**src/rtl/div_ctrl_pkg.sv**
```systemverilog
// Shared definitions for the clock-divider configuration controller:
// the controller FSM encoding and the out-of-reset half-period count.
package div_ctrl_pkg;

  // 50 MHz system clock divided to 1 MHz.
  localparam int DEFAULT_HALF = 25;

  typedef enum logic [1:0] {
    IDLE      = 2'd0,
    WAIT_EDGE = 2'd1,
    DONE      = 2'd2
  } state_t;

endpackage

```
**src/rtl/div_core.sv**
```systemverilog
// Counter/toggle datapath of the divider. Counts 0..half-1 per phase,
// toggles clk_out at the wrap and flags the last cycle of a full period
// (high phase ending) so the controller can switch half-periods cleanly.
module div_core #(
  parameter int DIV_WIDTH = 16
) (
  input  logic                 clk_in,
  input  logic                 reset,
  input  logic                 enable,
  input  logic [DIV_WIDTH-1:0] half,
  input  logic                 load,
  output logic                 clk_out,
  output logic                 tick,
  output logic                 at_period_end
);

  logic [DIV_WIDTH-1:0] counter;
  logic                 at_count_end;

  // >= rather than == so a counter can never run past a shortened limit.
  assign at_count_end  = (counter >= (half - DIV_WIDTH'(1)));
  assign at_period_end = enable && clk_out && at_count_end;

  // Phase counter and output register; disable or load restarts a clean low phase.
  // NOTE: sequential state uses non-blocking assignments so every register
  // samples pre-edge values and simulation matches the synthesized flops.
  always_ff @(posedge clk_in or posedge reset) begin
    if (reset) begin
      counter <= '0;
      clk_out <= 1'b0;
      tick    <= 1'b0;
    end else if (!enable || load) begin
      counter <= '0;
      clk_out <= 1'b0;
      tick    <= 1'b0;
    end else if (at_count_end) begin
      counter <= '0;
      clk_out <= ~clk_out;
      tick    <= ~clk_out;
    end else begin
      counter <= counter + DIV_WIDTH'(1);
      tick    <= 1'b0;
    end
  end

endmodule

```
**src/rtl/div_config_ctrl.sv**
```systemverilog
// Clock divider with a two-requester configuration port. A new half-period
// is accepted only in IDLE, held in a pending register, and applied at the
// end of a full output period (or at once while the divider is stopped), so
// clk_out never shows a phase shorter than the old or new half-period.
module div_config_ctrl #(
  parameter int DIV_WIDTH    = 16,
  parameter int DEFAULT_HALF = div_ctrl_pkg::DEFAULT_HALF
) (
  input  logic                 clk_in,
  input  logic                 reset,
  input  logic                 enable,
  input  logic                 req0_valid,
  input  logic [DIV_WIDTH-1:0] req0_half,
  input  logic                 req1_valid,
  input  logic [DIV_WIDTH-1:0] req1_half,
  output logic                 req0_ready,
  output logic                 req1_ready,
  output logic                 clk_out,
  output logic                 tick,
  output logic [DIV_WIDTH-1:0] cur_half,
  output logic                 busy,
  output logic                 done,
  output logic                 err
);

  import div_ctrl_pkg::*;

  localparam logic [DIV_WIDTH-1:0] RESET_HALF = DIV_WIDTH'(DEFAULT_HALF);

  state_t               state, state_nxt;
  logic                 rr_ptr;
  logic                 gnt;
  logic                 xfer;
  logic [DIV_WIDTH-1:0] xfer_half;
  logic [DIV_WIDTH-1:0] pending;
  logic                 apply;
  logic                 at_period_end;

  assign xfer      = req0_ready || req1_ready;
  assign xfer_half = gnt ? req1_half : req0_half;
  assign busy      = (state != IDLE);
  assign done      = (state == DONE);

  // Arbitration, handshake and next-state decode.
  // NOTE: every signal driven here gets a default first, so no path through
  // the case can leave one unassigned and infer a latch.
  always_comb begin
    state_nxt  = state;
    req0_ready = 1'b0;
    req1_ready = 1'b0;
    apply      = 1'b0;
    gnt        = rr_ptr;
    if (req0_valid && !req1_valid) gnt = 1'b0;
    if (req1_valid && !req0_valid) gnt = 1'b1;
    case (state)
      IDLE: begin
        req0_ready = req0_valid && !gnt;
        req1_ready = req1_valid && gnt;
        if ((req0_ready || req1_ready) && (xfer_half != '0)) state_nxt = WAIT_EDGE;
      end
      WAIT_EDGE: begin
        if (!enable || at_period_end) begin
          apply     = 1'b1;
          state_nxt = DONE;
        end
      end
      DONE:    state_nxt = IDLE;
      default: state_nxt = IDLE;
    endcase
  end

  // FSM state register.
  always_ff @(posedge clk_in or posedge reset) begin
    if (reset) state <= IDLE;
    else       state <= state_nxt;
  end

  // Config datapath: rr pointer, pending/active half-periods, error pulse.
  always_ff @(posedge clk_in or posedge reset) begin
    if (reset) begin
      rr_ptr   <= 1'b0;
      pending  <= RESET_HALF;
      cur_half <= RESET_HALF;
      err      <= 1'b0;
    end else begin
      err <= xfer && (xfer_half == '0);
      if (xfer && (xfer_half != '0)) pending <= xfer_half;
      // Only a contested transfer moves the pointer.
      if (xfer && req0_valid && req1_valid) rr_ptr <= ~rr_ptr;
      if (apply) cur_half <= pending;
    end
  end

  div_core #(
    .DIV_WIDTH(DIV_WIDTH)
  ) u_core (
    .clk_in       (clk_in),
    .reset        (reset),
    .enable       (enable),
    .half         (cur_half),
    .load         (apply),
    .clk_out      (clk_out),
    .tick         (tick),
    .at_period_end(at_period_end)
  );

endmodule

```
**config.mk**
```make
export PLATFORM = sky130hd
export DESIGN_NAME = div_config_ctrl
export DESIGN_NICKNAME = d
export VERILOG_FILES = /design/src/rtl/div_ctrl_pkg.sv /design/src/rtl/div_core.sv /design/src/rtl/div_config_ctrl.sv
export SDC_FILE = /design/constraint.sdc
export NUM_CORES = 1
export LEC_CHECK = 0
export BUFFER_PORTS_ARGS = -buffer_cell sky130_fd_sc_hd__buf_2
export CAP_MARGIN = 0
export CORE_ASPECT_RATIO = 2
export CORE_UTILIZATION = 50
export DETAILED_ROUTE_END_ITERATION = 10
export GPL_ROUTABILITY_DRIVEN = 0
export PLACE_DENSITY_LB_ADDON = 0.3
export SYNTH_ARGS = -nofsm -noshare
export SYNTH_HDL_FRONTEND = slang
export SYNTH_SLANG_ARGS = --single-unit
```
**constraint.sdc**
```tcl
create_clock -name clk_in -period 3.75 [get_ports clk_in]
set_clock_uncertainty 0.15 [all_clocks]
set_input_delay 0.75 -clock clk_in [delete_from_list [all_inputs] [get_ports clk_in]]
set_output_delay 0.75 -clock clk_in [all_outputs]
set_load 0.02 [all_outputs]
```
==> metrics, run 1 <==
Hold Buf Count CTS=0; fin nets=413; DR vias/cell=5.60; Syn Area/Cell=10.8 sq um; initial antenna violation count=0; Slew HR=25.8%; Routed WL per cell=15.7 um; placed insts=414; FF+latch count, synth=54; worst hold path cell count=2; first-pass GRT wire length=11.0 mm; IO buf count=59; f_max=280 MHz; dominant synthesized flop cell=dfrtp_1; PwrDens=700 mW/mm^2; Post-Synthesis Cells=287; Num CTS Buffers=5; Initial Util=51.6%; post-synthesis sequential area ratio=43.8%; Layout area overhead=19.5%; top cells by area, synth=dfrtp_1, mux2_2, ha_1; register area=0.00136 sq mm; Setup TNS=0 ns; Leak=0.00172 uW; clock latency on the worst-skew pair=0.30 ns; Yosys warnings=0; Reg2Reg Setup Slack=0.17 ns; WHS=0.329 ns; Routed Antenna Nets=0; Post-synth EDFFs=0; Critical Path AT=3.61 ns; min-delay src=pending[4]; max_cap viols=0; Core Area=0.00601 sq mm; CP required=3.78 ns; clock-pin slew on the worst setup and hold paths=0.07 ns; DIE AREA=0.00654 sq mm; final worst slack=0.174 ns; Hold Path End=pending[4]; area of the multi-input gates=0.00164 sq mm; DR iter-0 viols=40; max-slew violation count=0; most common cell in the netlist=dfrtp_1; Worst setup EP type=register; GRT Total Usage=22.3%; Setup violations, final=0; largest area contributor in the netlist=dfrtp_1; minimum clock period=3.58 ns; critical path type=reg -> reg; Non-Filler Instances=422; reg2reg start=cur_half[7]; Chip Width=57.7 um; Layout Utilization=61.6%; type of origin of the critical path=register; actual transition at the worst max-transition pin=1.11 ns; Async SR Flop Fraction=100%; via count of the first global-routing pass=2444; CTS tree=done; failing checks=design-rule violations; via count=2363; root buffer cell=clkbuf_16; top post-synthesis cells by count=dfrtp_1, nor2_1, mux2_2; fillers=521; outcome=finished with violations; proportion of layout cells with a drive suffix above 1=34.8%; worst r2r dst=cur_half[10]; Cell variety after synth=46; Top-Level Pins=60; FP Rows=40; Pre-antenna DRT Iters=7; chip height=113 um; Syn Nets=342; Post-Syn Area=0.00310 sq mm; H-tree depth=2; Reg2Reg Depth=11; setup bufs post-CTS=0; Longest Clk Path Bufs=2; Place WS=-0.0112 ns; part of the cycle the worst path needs=95.4%; remaining global-route overflow=0; largest net degree at the start of global routing=55; Total Wirelength=6.64 mm; crit-path max FO=17; Diodes inserted=0; Fin. Hold Viols=0; post-DP HPWL=5.24 mm; DRC Markers=3; clk sink count=54; Synth top area share=38.8%; worst min path class=reg -> reg; peak supply drop=0.000570 V
## kinds of logic (layout without fill, tap and decap cells)
| group | count (synthesis) | count (layout) | synth area share [%] |
|---|---|---|---|
| DFF | 54 | 54 | 43.8 |
| and+or+nand+nor | 89 | 89 | 14.1 |
| xor gates and xnor gates | 29 | 29 | 8.20 |
| muxes | 40 | 40 | 14.5 |
| buffers and inverters | 27 | 99 | 4.40 |
| AOI/OAI and AO/OA | 29 | 29 | 7.35 |
| adders and majority gates | 19 | 19 | 7.63 |
## where the power goes
group          switching, uW  total, uW  internal, uW
Sequential               175        974           799
Clock                    217        486           268
Combinational            603       1130           527
Total                    996       2590          1600
## sequential cells by signal (all words and copies together) (netlist names)
signal	cells
cur_half	16
err	1
u_core.clk_out	1
u_core.counter	16
rr_ptr	1
state	2
pending	16
u_core.tick	1
## how the worst max path moves through the flow
stage,startpoint,to,slack (ns),cells past startpoint
6_report,cur_half[7],cur_half[10],0.17,11
2_1_floorplan,cur_half[7],cur_half[15],0.001,12
4_1_cts,cur_half[5],cur_half[10],0.05,13
5_1_grt,cur_half[5],cur_half[10],-0.04,14
3_5_place_dp,cur_half[5],cur_half[10],-0.01,13
3_3_place_gp,cur_half[5],cur_half[13],0.03,13
## stage by stage
step / cell area [sq um] / power (uW)
after detailed placement: 3510 / 2100
after global routing: 3700 / 2760
after floorplan: 3110 / 1750
after global placement: 3510 / 2060
after CTS: 3680 / 2590
final: 3700 / 2590
## layout make-up
class / count / share of cell area, %
inverter: 22 / 2.23
clock inverter: 2 / 0.439
timing repair buffer: 69 / 10.3
clock buffer: 6 / 3.75
multi-input combinational: 206 / 44.4
tap: 63 / 2.13
sequential: 54 / 36.7
## critical path, stage by stage (launching register included)
cell and delay (ns):
dfrtp_1 0.37, or3_1 0.41, or4_1 0.57, nor2_1 0.18, xnor2_1 0.09, ha_1 0.31, nand4_1 0.18, o221ai_1 0.38
o21ai_2 0.15, a21oi_4 0.16, buf_12 0.17, mux2_2 0.35
## repair_timing
item,CTS,global route
endpoints found under the hold margin,0,0
gates resized for setup,1,4
pin swaps,0,1
setup endpoints to repair,12,16
## placed cells by master, fill, tap and decap left out, drive strengths merged, types with 6 or more instances in the layout
cell type   n
clkbuf      6
o22ai       7
dfrtp      48
dfstp       6
nand2      11
a21oi       7
xor2        9
xnor2      20
o21ai       6
mux2i      12
mux2       28
nor3        6
inv        23
ha         18
nor2       34
buf        69
nand3       9
## per-layer routing
layer / wire length (um) / track usage [%]
met3: 195 / 4.11
met4: 167 / 10.5
met5: 0 / 0
met2: 3990 / 43.7
met1: 2290 / 21.0
Power figures use the tool's default switching activity.
==> inputs of run 2 (changes only) <==
Settings changed: BUFFER_PORTS_ARGS -buffer_cell sky130_fd_sc_hd__buf_2 to -buffer_cell sky130_fd_sc_hd__buf_4, CORE_UTILIZATION 50 to 55.
Clock period 3.75 ns to 3.45 ns, I/O delays scaled along.
==> metrics, run 2 (synthesis results as in run 1) <==
Core Area=0.00542 sq mm (was 0.00601 sq mm); PwrDens=723 mW/mm^2 (was 700 mW/mm^2); CP required=3.52 ns (was 3.78 ns); Hold Buf Count CTS=0 (unchanged); WHS=0.219 ns (was 0.329 ns); root buffer cell=clkbuf_8 (was clkbuf_16); worst min path class=in -> async (was reg -> reg); fin nets=422 (was 413); Non-Filler Instances=428 (was 422); largest net degree at the start of global routing=24 (was 55); clock-pin slew on the worst setup and hold paths=0.10 ns (was 0.07 ns); crit-path max FO=17 (unchanged); critical path type=reg -> reg (unchanged); type of origin of the critical path=register (unchanged); most common cell after layout, fill and taps aside=buf_4 (was buf_2); via count=2409 (was 2363); slowest cell delay on critical path=0.53 ns (was 0.57 ns); H-tree depth=2 (unchanged); Chip Width=55.1 um (was 57.7 um); Total Wirelength=6.89 mm (was 6.64 mm); Worst setup EP type=register (unchanged); failing checks=negative setup slack (was design-rule violations); part of the cycle the worst path needs=103% (was 95.4%); Top-Level Pins=60 (unchanged); Metal-1 WL=2.40 mm (was 2.29 mm); remaining global-route overflow=0 (unchanged); Leak=0.00179 uW (was 0.00172 uW); DRC Markers=0 (was 3); first-pass GRT wire length=11.5 mm (was 11.0 mm); worst r2r dst=cur_half[2] (was cur_half[10]); actual transition at the worst max-transition pin=0.537 ns (was 1.11 ns); Met2 Routed Length=4.09 mm (was 3.99 mm); most frequent cells in the layout=buf_4, dfrtp_1, nor2_1, mux2_2 (was buf_2, dfrtp_1, nor2_1, mux2_2); Initial Util=57.2% (was 51.6%); post-DP HPWL=5.49 mm (was 5.24 mm); Layout area overhead=25.1% (was 19.5%); DR vias/cell=5.63 (was 5.60); f_max=283 MHz (was 280 MHz); Routed Antenna Nets=0 (unchanged); final worst slack=-0.0880 ns (was 0.174 ns); clock latency on the worst-skew pair=0.33 ns (was 0.30 ns); IO buf count=59 (unchanged); placed insts=419 (was 414); Met3 Wirelength=239 um (was 195 um); Slew HR=64.2% (was 25.8%); proportion of layout cells with a drive suffix above 1=37.8% (was 34.8%); DIE AREA=0.00596 sq mm (was 0.00654 sq mm); reg2reg start=cur_half[8] (was cur_half[7]); Critical Path AT=3.60 ns (was 3.61 ns); Layout Utilization=71.5% (was 61.6%); outcome=finished with violations (unchanged); max-slew violation count=0 (unchanged); Fin. Hold Viols=0 (unchanged); Design Area, Final=0.00388 sq mm (was 0.00370 sq mm); chip height=108 um (was 113 um); DR iter-0 viols=52 (was 40); GRT Total Usage=27.2% (was 22.3%); RSZ-0062 raised after global routing=true; Routed WL per cell=16.1 um (was 15.7 um); clk sink count=54 (unchanged); CP max-delay cell=or4_4 (was or4_1); Largest regs=cur_half (16), pending (16), u_core.counter (16) (unchanged); via count of the first global-routing pass=2496 (was 2444); Pre-antenna DRT Iters=4 (was 7); FP Rows=38 (was 40); Num CTS Buffers=5 (unchanged); Reg2Reg Setup Slack=-0.09 ns (was 0.17 ns); Diodes inserted=0 (unchanged); minimum clock period=3.54 ns (was 3.58 ns); Post-DP Area=0.00375 sq mm (was 0.00351 sq mm); cells along the critical path=or3_4 > or4_4 > nor3_4 > xnor2_1 > ha_1 > a21o_1 > a21oi_1 > o221ai_1 > o21ai_2 > a21oi_4 > buf_12 > mux2_4 (was or3_1 > or4_1 > nor2_1 > xnor2_1 > ha_1 > nand4_1 > o221ai_1 > o21ai_2 > a21oi_4 > buf_12 > mux2_2); peak supply drop=0.000566 V (was 0.000570 V); Reg2Reg Depth=12 (was 11); power consumption=2800 uW (was 2590 uW); Longest Clk Path Bufs=2 (unchanged); Top Layer Used=met4 (unchanged); Setup violations, final=15 (was 0); CTS tree=done (unchanged); max_cap viols=0 (unchanged); initial antenna violation count=0 (unchanged)
[run 2: routing by layer]
metal	vias to the layer above	global-route usage (%)
li1	1167	-
met1	1172	28.4
met2	58	49.4
met3	12	5.49
met4	0	11.1
met5	-	0
[run 2: cell type report]
class / count / area [sq um]
inverter: 22 / 82.6
clock inverter: 2 / 17.5
sequential: 54 / 1360
multi-input combinational: 206 / 1670
tap: 60 / 75.1
timing repair buffer: 78 / 598
clock buffer: 6 / 72.6
fill: 418 / 1540
[run 2: what timing repair did]
action / 4_1_cts / 5_1_grt
setup endpoints to repair: 15 / 29
setup buffers: 0 / 1
gates resized for setup: 2 / 3
cloned: 0 / 0
[run 2: critical path, delay by kind of cell, from the launching register on]
family	cells	cell delay (ns)
adder cells (fa/ha/maj)	1	0.27
multiplexers	1	0.29
buffers and inverters	1	0.16
XOR/XNOR	1	0.15
AND/OR/NAND/NOR	3	1.08
flip-flops	1	0.42
AO/OA/AOI/OAI	5	0.92
[run 2: where the power goes]
group / switching (uW) / internal (uW) / total (uW)
Sequential: 194 / 869 / 1060
Combinational: 691 / 678 / 1370
Clock: 219 / 149 / 368
Total: 1100 / 1700 / 2800
[run 2: through the flow]
| step | TNS (ns) | setup slack (ns) |
|---|---|---|
| 6_report | -0.844 | -0.0880 |
| 5_1_grt | -3.29 | -0.232 |
| 4_1_cts | -0.846 | -0.0719 |
| 3_5_place_dp | -0.754 | -0.0691 |
| 3_3_place_gp | 0 | 0.0724 |
| 2_1_floorplan | -0.179 | -0.0368 |
[run 2: how the worst max path moves through the flow]
stage          slack, ns            to         from
6_report           -0.09   cur_half[2]  cur_half[8]
5_1_grt            -0.23   cur_half[6]  cur_half[5]
3_5_place_dp       -0.07  cur_half[10]  cur_half[5]
4_1_cts            -0.07  cur_half[10]  cur_half[8]
2_1_floorplan      -0.04   cur_half[7]  cur_half[8]
3_3_place_gp        0.07   cur_half[7]  cur_half[8]
==> inputs of run 3 (changes only) <==
Settings changed: CORE_ASPECT_RATIO 2 to 0.75.
==> metrics, run 3 (synthesis results as in run 1) <==
Non-Filler Instances=445 (was 428); GRT Total Usage=26.6% (was 27.2%); worst min path class=in -> async (unchanged); CTS tree=done (unchanged); CP required=3.50 ns (was 3.52 ns); largest net degree at the start of global routing=23 (was 24); Pre-antenna DRT Iters=4 (unchanged); clk sink count=54 (unchanged); Fin. Hold Viols=0 (unchanged); DR iter-0 viols=100 (was 52); Routed Antenna Nets=0 (unchanged); Diodes inserted=0 (unchanged); RSZ-0062 raised after global routing=true (unchanged); Setup violations, final=15 (unchanged); chip height=67.0 um (was 108 um); Leak=0.00180 uW (was 0.00179 uW); fin nets=424 (was 422); Total Wirelength=6.99 mm (was 6.89 mm); Num CTS Buffers=5 (unchanged); clock latency on the worst-skew pair=0.32 ns (was 0.33 ns); clock-pin slew on the worst setup and hold paths=0.11 ns (was 0.10 ns); proportion of layout cells with a drive suffix above 1=38.6% (was 37.8%); outcome=finished with violations (unchanged); type of origin of the critical path=register (unchanged); root buffer cell=clkbuf_8 (unchanged); part of the cycle the worst path needs=104% (was 103%); crit-path max FO=17 (unchanged); post-DP HPWL=5.35 mm (was 5.49 mm); failing checks=negative setup slack (unchanged); remaining global-route overflow=0 (unchanged); critical path type=reg -> reg (unchanged); Chip Width=88.7 um (was 55.1 um); Longest Clk Path Bufs=2 (unchanged); max_cap viols=0 (unchanged); most frequent cells in the layout=buf_4, dfrtp_1, nor2_1, mux2_2 (unchanged); via count=2406 (was 2409); Routed WL per cell=15.7 um (was 16.1 um); Reg2Reg Depth=12 (unchanged); final worst slack=-0.121 ns (was -0.0880 ns); peak supply drop=0.000527 V (was 0.000566 V); power consumption=2830 uW (was 2800 uW); FP Rows=23 (was 38); DIE AREA=0.00594 sq mm (was 0.00596 sq mm); Crit. Startpoint=cur_half[8] (unchanged); Slew HR=64.1% (was 64.2%); via count of the first global-routing pass=2537 (was 2496); Reg2Reg Setup Slack=-0.12 ns (was -0.09 ns); Hold Buf Count CTS=0 (unchanged); Largest regs=cur_half (16), pending (16), u_core.counter (16) (unchanged); actual transition at the worst max-transition pin=0.538 ns (was 0.537 ns); max-slew violation count=0 (unchanged); first-pass GRT wire length=11.8 mm (was 11.5 mm); PwrDens=724 mW/mm^2 (was 723 mW/mm^2); IO buf count=59 (unchanged); f_max=280 MHz (was 283 MHz); placed insts=432 (was 419); H-tree depth=2 (unchanged); Core Area=0.00538 sq mm (was 0.00542 sq mm); initial antenna violation count=0 (unchanged); reg2reg start=cur_half[8] (unchanged); DR vias/cell=5.41 (was 5.63); most common cell after layout, fill and taps aside=buf_4 (unchanged); Initial Util=57.6% (was 57.2%); DRC Markers=0 (unchanged); Critical Path AT=3.62 ns (was 3.60 ns); minimum clock period=3.57 ns (was 3.54 ns); Top-Level Pins=60 (unchanged); Worst setup EP type=register (unchanged); Layout area overhead=26.0% (was 25.1%)
-- run 3: routing by layer --
layer / vias up / share of wire [%] / track usage (%)
met5: - / 0 / 0
met4: 0 / 1.3 / 8.06
met1: 1176 / 47 / 34.5
li1: 1172 / - / -
met3: 9 / 3.4 / 4.58
met2: 49 / 48 / 45.5
-- run 3: repair_timing --
| action | CTS | global route |
|---|---|---|
| hold endpoints to repair | 0 | 0 |
| pin swaps | 0 | 3 |
| setup endpoints to repair | 15 | 32 |
| buffers inserted | 2 | 3 |
| gates resized for setup | 2 | 3 |
-- run 3: stage by stage --
step | TNS, ns | hold WS [ns] | instance area, sq um | setup slack, ns | util [%]
after floorplan | -0.179 | 0.292 | 3140 | -0.0368 | -
after global placement | 0 | 0.307 | 3750 | 0.0686 | 69.7
final | -1.44 | 0.222 | 3910 | -0.121 | 72.6
after CTS | -0.534 | 0.231 | 3870 | -0.0566 | 71.9
after detailed placement | -0.428 | 0.308 | 3750 | -0.0454 | 69.7
after global routing | -5.47 | 0.262 | 3910 | -0.286 | 72.6
-- run 3: layout make-up --
class / instances / area, sq um
Multi-Input combinational cell: 206 / 1660
Fill cell: 408 / 1480
Sequential cell: 54 / 1360
Timing Repair Buffer: 80 / 617
Tap cell: 75 / 93.8
Inverter: 22 / 82.6
Clock buffer: 5 / 68.8
Clock inverter: 3 / 22.5
-- run 3: final timing paths --
| kind | end |
|---|---|
| min in group clk_in | pending[3] |
| worst max-delay path | cur_half[10] |
| worst min register to register | pending[3] |
| worst min-delay path | pending[1] |
| max in group asynchronous | cur_half[4] |
| worst max register to register | cur_half[10] |
-- run 3: critical path, stage by stage (launching register included) --
cell	delay [ns]
dfrtp_2	0.42
or3_4	0.40
or4_4	0.53
nor3_4	0.14
xnor2_1	0.09
ha_1	0.30
nand4_1	0.19
nor4_1	0.24
a32o_2	0.25
o21ai_2	0.08
a21oi_4	0.15
buf_12	0.17
mux2_2	0.34
-- run 3: power breakdown --
group | switching [uW] | internal (uW)
Clock | 226 | 148
Sequential | 198 | 868
Combinational | 701 | 687
Total | 1130 | 1700
